File: src/rtl/digital_lock_pkg.sv
// Shared definitions for the digital lock key bus.
// Holds the key width and idle value, the passcode player state encoding,
// and the one-hot digit check that both the player and the lock use.
package digital_lock_pkg;

  localparam int unsigned KEY_WIDTH = 4;
  localparam logic [KEY_WIDTH-1:0] KEY_NONE = 4'h0;

  typedef enum logic [2:0] {
    StIdle,
    StPress,
    StGap,
    StSettle,
    StDone
  } player_state_e;

  // A digit is valid only with exactly one of its four bits set.
  function automatic logic is_onehot4(input logic [KEY_WIDTH-1:0] digit);
    return $countones(digit) == 1;
  endfunction

endpackage

File: src/rtl/passcode_player.sv
// Key-entry transmitter for the digital lock key bus.
// Plays a captured passcode onto key as timed press/release pulses.
// Ports:
//   clock    - single clock
//   reset    - synchronous, active-high reset
//   start    - request to play passcode (sampled only when idle)
//   passcode - PASSCODE_LENGTH one-hot nibbles, MSB nibble played first
//   key      - registered one-hot keypress, or KEY_NONE
//   busy     - high while a sequence is in progress
//   done     - one-cycle pulse at sequence completion
//   error    - one-cycle pulse when start is rejected for a bad digit
module passcode_player
  import digital_lock_pkg::*;
#(
  parameter int unsigned PASSCODE_LENGTH = 3,
  parameter int unsigned PRESS_CYCLES    = 1,
  parameter int unsigned GAP_CYCLES      = 1,
  parameter int unsigned SETTLE_CYCLES   = 5
) (
  input  logic                                 clock,
  input  logic                                 reset,
  input  logic                                 start,
  input  logic [KEY_WIDTH*PASSCODE_LENGTH-1:0] passcode,
  output logic [KEY_WIDTH-1:0]                 key,
  output logic                                 busy,
  output logic                                 done,
  output logic                                 error
);

  localparam int unsigned CodeW = KEY_WIDTH * PASSCODE_LENGTH;
  localparam int unsigned MaxPg = (PRESS_CYCLES > GAP_CYCLES) ? PRESS_CYCLES : GAP_CYCLES;
  localparam int unsigned MaxCycles = (MaxPg > SETTLE_CYCLES) ? MaxPg : SETTLE_CYCLES;
  localparam int unsigned CntW = $clog2(MaxCycles) + 1;
  localparam int unsigned IdxW = (PASSCODE_LENGTH > 1) ? $clog2(PASSCODE_LENGTH) : 1;

  localparam logic [CntW-1:0] PressLoad  = CntW'(PRESS_CYCLES - 1);
  localparam logic [CntW-1:0] GapLoad    = CntW'(GAP_CYCLES - 1);
  localparam logic [CntW-1:0] SettleLoad = CntW'(SETTLE_CYCLES - 1);
  localparam logic [IdxW-1:0] LastIdx    = IdxW'(PASSCODE_LENGTH - 1);

  player_state_e    state_q;
  logic [CntW-1:0]  cnt_q;
  logic [IdxW-1:0]  idx_q;
  logic [CodeW-1:0] shift_q;
  logic             all_onehot;

  always_comb begin
    all_onehot = 1'b1;
    for (int i = 0; i < int'(PASSCODE_LENGTH); i++) begin
      if (!is_onehot4(passcode[i*KEY_WIDTH +: KEY_WIDTH])) begin
        all_onehot = 1'b0;
      end
    end
  end

  // State, counter, shift register and output registers share one block so
  // every output changes on the same edge as the state that implies it.
  always_ff @(posedge clock) begin
    if (reset) begin
      state_q <= StIdle;
      cnt_q   <= '0;
      idx_q   <= '0;
      shift_q <= '0;
      key     <= KEY_NONE;
      busy    <= 1'b0;
      done    <= 1'b0;
      error   <= 1'b0;
    end else begin
      done  <= 1'b0;
      error <= 1'b0;
      unique case (state_q)
        StIdle: begin
          if (start) begin
            if (all_onehot) begin
              // Digit 0 goes straight to key; the rest wait in shift_q's top nibble.
              key     <= passcode[CodeW-1 -: KEY_WIDTH];
              shift_q <= passcode << KEY_WIDTH;
              idx_q   <= '0;
              cnt_q   <= PressLoad;
              busy    <= 1'b1;
              state_q <= StPress;
            end else begin
              error <= 1'b1;
            end
          end
        end
        StPress: begin
          if (cnt_q == '0) begin
            key     <= KEY_NONE;
            cnt_q   <= GapLoad;
            state_q <= StGap;
          end else begin
            cnt_q <= cnt_q - 1'b1;
          end
        end
        StGap: begin
          if (cnt_q != '0) begin
            cnt_q <= cnt_q - 1'b1;
          end else if (idx_q == LastIdx) begin
            if (SETTLE_CYCLES == 0) begin
              busy    <= 1'b0;
              done    <= 1'b1;
              state_q <= StDone;
            end else begin
              cnt_q   <= SettleLoad;
              state_q <= StSettle;
            end
          end else begin
            idx_q   <= idx_q + 1'b1;
            key     <= shift_q[CodeW-1 -: KEY_WIDTH];
            shift_q <= shift_q << KEY_WIDTH;
            cnt_q   <= PressLoad;
            state_q <= StPress;
          end
        end
        StSettle: begin
          if (cnt_q == '0) begin
            busy    <= 1'b0;
            done    <= 1'b1;
            state_q <= StDone;
          end else begin
            cnt_q <= cnt_q - 1'b1;
          end
        end
        StDone: begin
          state_q <= StIdle;
        end
        default: begin
          state_q <= StIdle;
        end
      endcase
    end
  end

endmodule

File: config.mk
export PLATFORM = sky130hd
export DESIGN_NAME = passcode_player
export DESIGN_NICKNAME = d
export VERILOG_FILES = /design/src/rtl/digital_lock_pkg.sv /design/src/rtl/passcode_player.sv
export SDC_FILE = /design/constraint.sdc
export NUM_CORES = 1
export LEC_CHECK = 0
export ABC_AREA = 0
export CAP_MARGIN = 20
export CORE_MARGIN = 5
export CORE_UTILIZATION = 53
export DETAILED_ROUTE_END_ITERATION = 8
export GPL_TIMING_DRIVEN = 0
export PLACE_DENSITY = 0.79
export SYNTH_ARGS = -nofsm -noshare
export SYNTH_HDL_FRONTEND = slang
export SYNTH_SLANG_ARGS = --single-unit
File: constraint.sdc
create_clock -name clock -period 4.03 [get_ports clock]
set_input_delay 0.6045 -clock clock [delete_from_list [all_inputs] [get_ports clock]]
set_output_delay 0.6045 -clock clock [all_outputs]
set_load 0.01 [all_outputs]
==> impl_metrics.tcl <==
set metrics [dict create \
    overflow 0 \
    layout_common_cells "nor2_1 (26), dfxtp_1 (24), inv_1 (21)" \
    clock_latency_ns 0.32 \
    ant_nets 0 \
    met2_length_um 1732 \
    vias_per_cell 5.748 \
    wire_per_inst_um 14.31 \
    ys_seq_area_frac 0.3330 \
    hold_class "reg2reg" \
    num_vias 1322 \
    port_buffers 20 \
    top_layer_used "met4" \
    netSwitchingFraction 0.2447 \
    finalCritPeriodShare 0.8849 \
    path_class "in2reg" \
    crit_fanout 8 \
    netlist_instances 175 \
    clkPwrFrac 0.345 \
    rows 19 \
    synth_area_um2 1443 \
    combPwrFrac 0.174 \
    cts_resized 0 \
    pwr-share-seq 0.481 \
    startpoint_type "primary input" \
    ys_async_sr_fraction 0 \
    track_usage 0.1697 \
    p_switching_mw 0.1251 \
    root_buffer "clkbuf_4" \
    cts-buffers-inserted 3 \
    initialDrtViolationCount 48 \
    tightest_slew_ns 0.9301 \
    hold_violations 0 \
    max_cap_viol_count 0 \
    htree_levels 1 \
    fin_cells 230 \
    hold_buffers 0 \
    status "finished clean" \
    min_period_ns 3.566 \
    yosys_register_bits 24 \
    final.setup_skew_ns 0.006762 \
    cp.arrival_ns 3.81 \
    cp.required_ns 4.28 \
    pwr_density_cell_nw_per_um2 294.8 \
    relSlewSlack 0.3786 \
    fmax_mhz 280.4 \
    drv_slew 0 \
    met3_length_um 149 \
    rsz0062_at_grt "no" \
    synth_cell_types 41 \
    pin_count 22 \
    wl_met1_um 1369 \
    grt_max_degree 15 \
    dieHeight_um 62.17 \
    grt_pass1_wl_um 5547 \
    diodes 0 \
    clockBufferDepth 2 \
    core_area_um2 2686 \
    dp.cells 226 \
    hold_slack_ns 0.5116 \
    cts_tree "built" \
    die_width_um 62.17 \
    ys_warn_count 0 \
    path_clk_slew_ns 0.14 \
    clock_sinks 24 \
    setup_viol 0 \
    grt_pass1_vias 1265 \
    fin_tns_setup_ns 0 \
    final_common_cell "nor2_1" \
    drt_wl_total_um 3291 \
    finish.utilization 0.6456 \
    p_int_mw 0.3861 \
    antenna_found_initial 0 \
    end_kind "flop" \
    synth_area_per_cell_um2 8.244 \
    dr.pass1.iters 4 \
    gp_congestion 0.8248 \
    cts_setup_buffers 0 \
    drc_errors 0 \
    fp.dieArea_um2 3865 \
    peakVddDrop_v 0.0001966 \
    drive_gt1_frac 0.04523 \
    ys.flop_type "dfxtp_1" \
    dp_hpwl_um 2526 \
    fin_nets 227 \
    area_growth_pct 20.21 \
    start_util 0.5370 \
    synth_edf_count 0 \
    mappedNetlistNets 202 \
    p_leak_nw 0.6756 \
]
-- cells in the mapped netlist (3+ instances only) --
library cell	instances	share of area
mux2i_1	3	0.021
nand3_1	3	0.010
inv_1	21	0.055
a22o_1	5	0.030
clkbuf_1	8	0.021
nor3_1	7	0.024
nor2b_1	4	0.017
nand2_1	5	0.013
dfxtp_1	24	0.33
fa_1	3	0.042
nand2b_1	3	0.013
nor3b_1	4	0.021
o21ai_0	3	0.010
ha_1	9	0.078
a211oi_1	7	0.036
nor2_1	26	0.068
a21oi_1	10	0.035
-- stage by stage --
step	area (um^2)	setup slack [ns]	total power, mW
finish	1734	0.4639	0.5112
global route	1734	0.2769	0.5308
CTS	1734	0.4942	0.5113
detailed placement	1682	0.1547	0.3394
global placement	1682	0.2248	0.3368
floorplan	1443	0.9627	0.3042
-- path summary, 6_finish.rpt --
path                               from  depth (start not counted)                  end  slack (ns)
setup / recovery            passcode[4]                         11  key[3]$_SDFFE_PP0P_        0.46
setup reg to reg  cnt_q[0]$_SDFFE_PP0P_                          7  key[3]$_SDFFE_PP0P_        1.85
hold reg to reg       busy$_SDFFE_PP0P_                          2    busy$_SDFFE_PP0P_        0.51
hold / removal        busy$_SDFFE_PP0P_                          2    busy$_SDFFE_PP0P_        0.51
-- flip-flops by register name, summed over array words and instances (netlist names) --
name     cells
key          4
busy         1
idx_q        2
done         1
cnt_q        4
error        1
state_q      3
shift_q      8
-- cell type report --
class	count	area (um^2)
Inverter	21	78.83
Fill cell	229	952.2
Buffer	10	40.04
Clock buffer	3	22.52
Timing Repair Buffer	20	200.2
Multi-Input combinational cell	120	843.3
Clock inverter	1	30.03
Sequential cell	24	480.5
Tap cell	31	38.79
-- layer usage --
layer | up-vias | track usage
li1 | 664 | -
met1 | 615 | 0.2031
met2 | 39 | 0.2979
met3 | 4 | 0.02883
met4 | 0 | 0.06504
met5 | - | 0
-- logic make-up after synthesis --
family / Yosys count / synth area share
DFF: 24 / 0.3330
AOI/OAI and AO/OA: 42 / 0.2160
and+or+nand+nor: 62 / 0.2212
muxes: 3 / 0.02082
adders and majority gates: 13 / 0.1266
buffers and inverters: 31 / 0.08240
-- worst max-delay path, stage by stage --
cell and delay [ns]:
clkdlybuf4s50_1 0.46, inv_1 0.07, fa_1 0.53, inv_1 0.04, ha_1 0.17, ha_1 0.28
nor4_1 0.52, nand4_1 0.32, a221oi_4 0.51, nor2_1 0.08, a311oi_1 0.24
-- power by group through the flow --
stage          logic (mW)  registers (mW)  clock network (mW)
3_3_place_gp       0.0858           0.251                   0
6_report           0.0888           0.246               0.177
3_5_place_dp       0.0883           0.251                   0
5_1_grt             0.100           0.247               0.184
2_1_floorplan      0.0516           0.253                   0
4_1_cts            0.0890           0.246               0.177
Note: power is estimated with default switching activity, not from simulation.
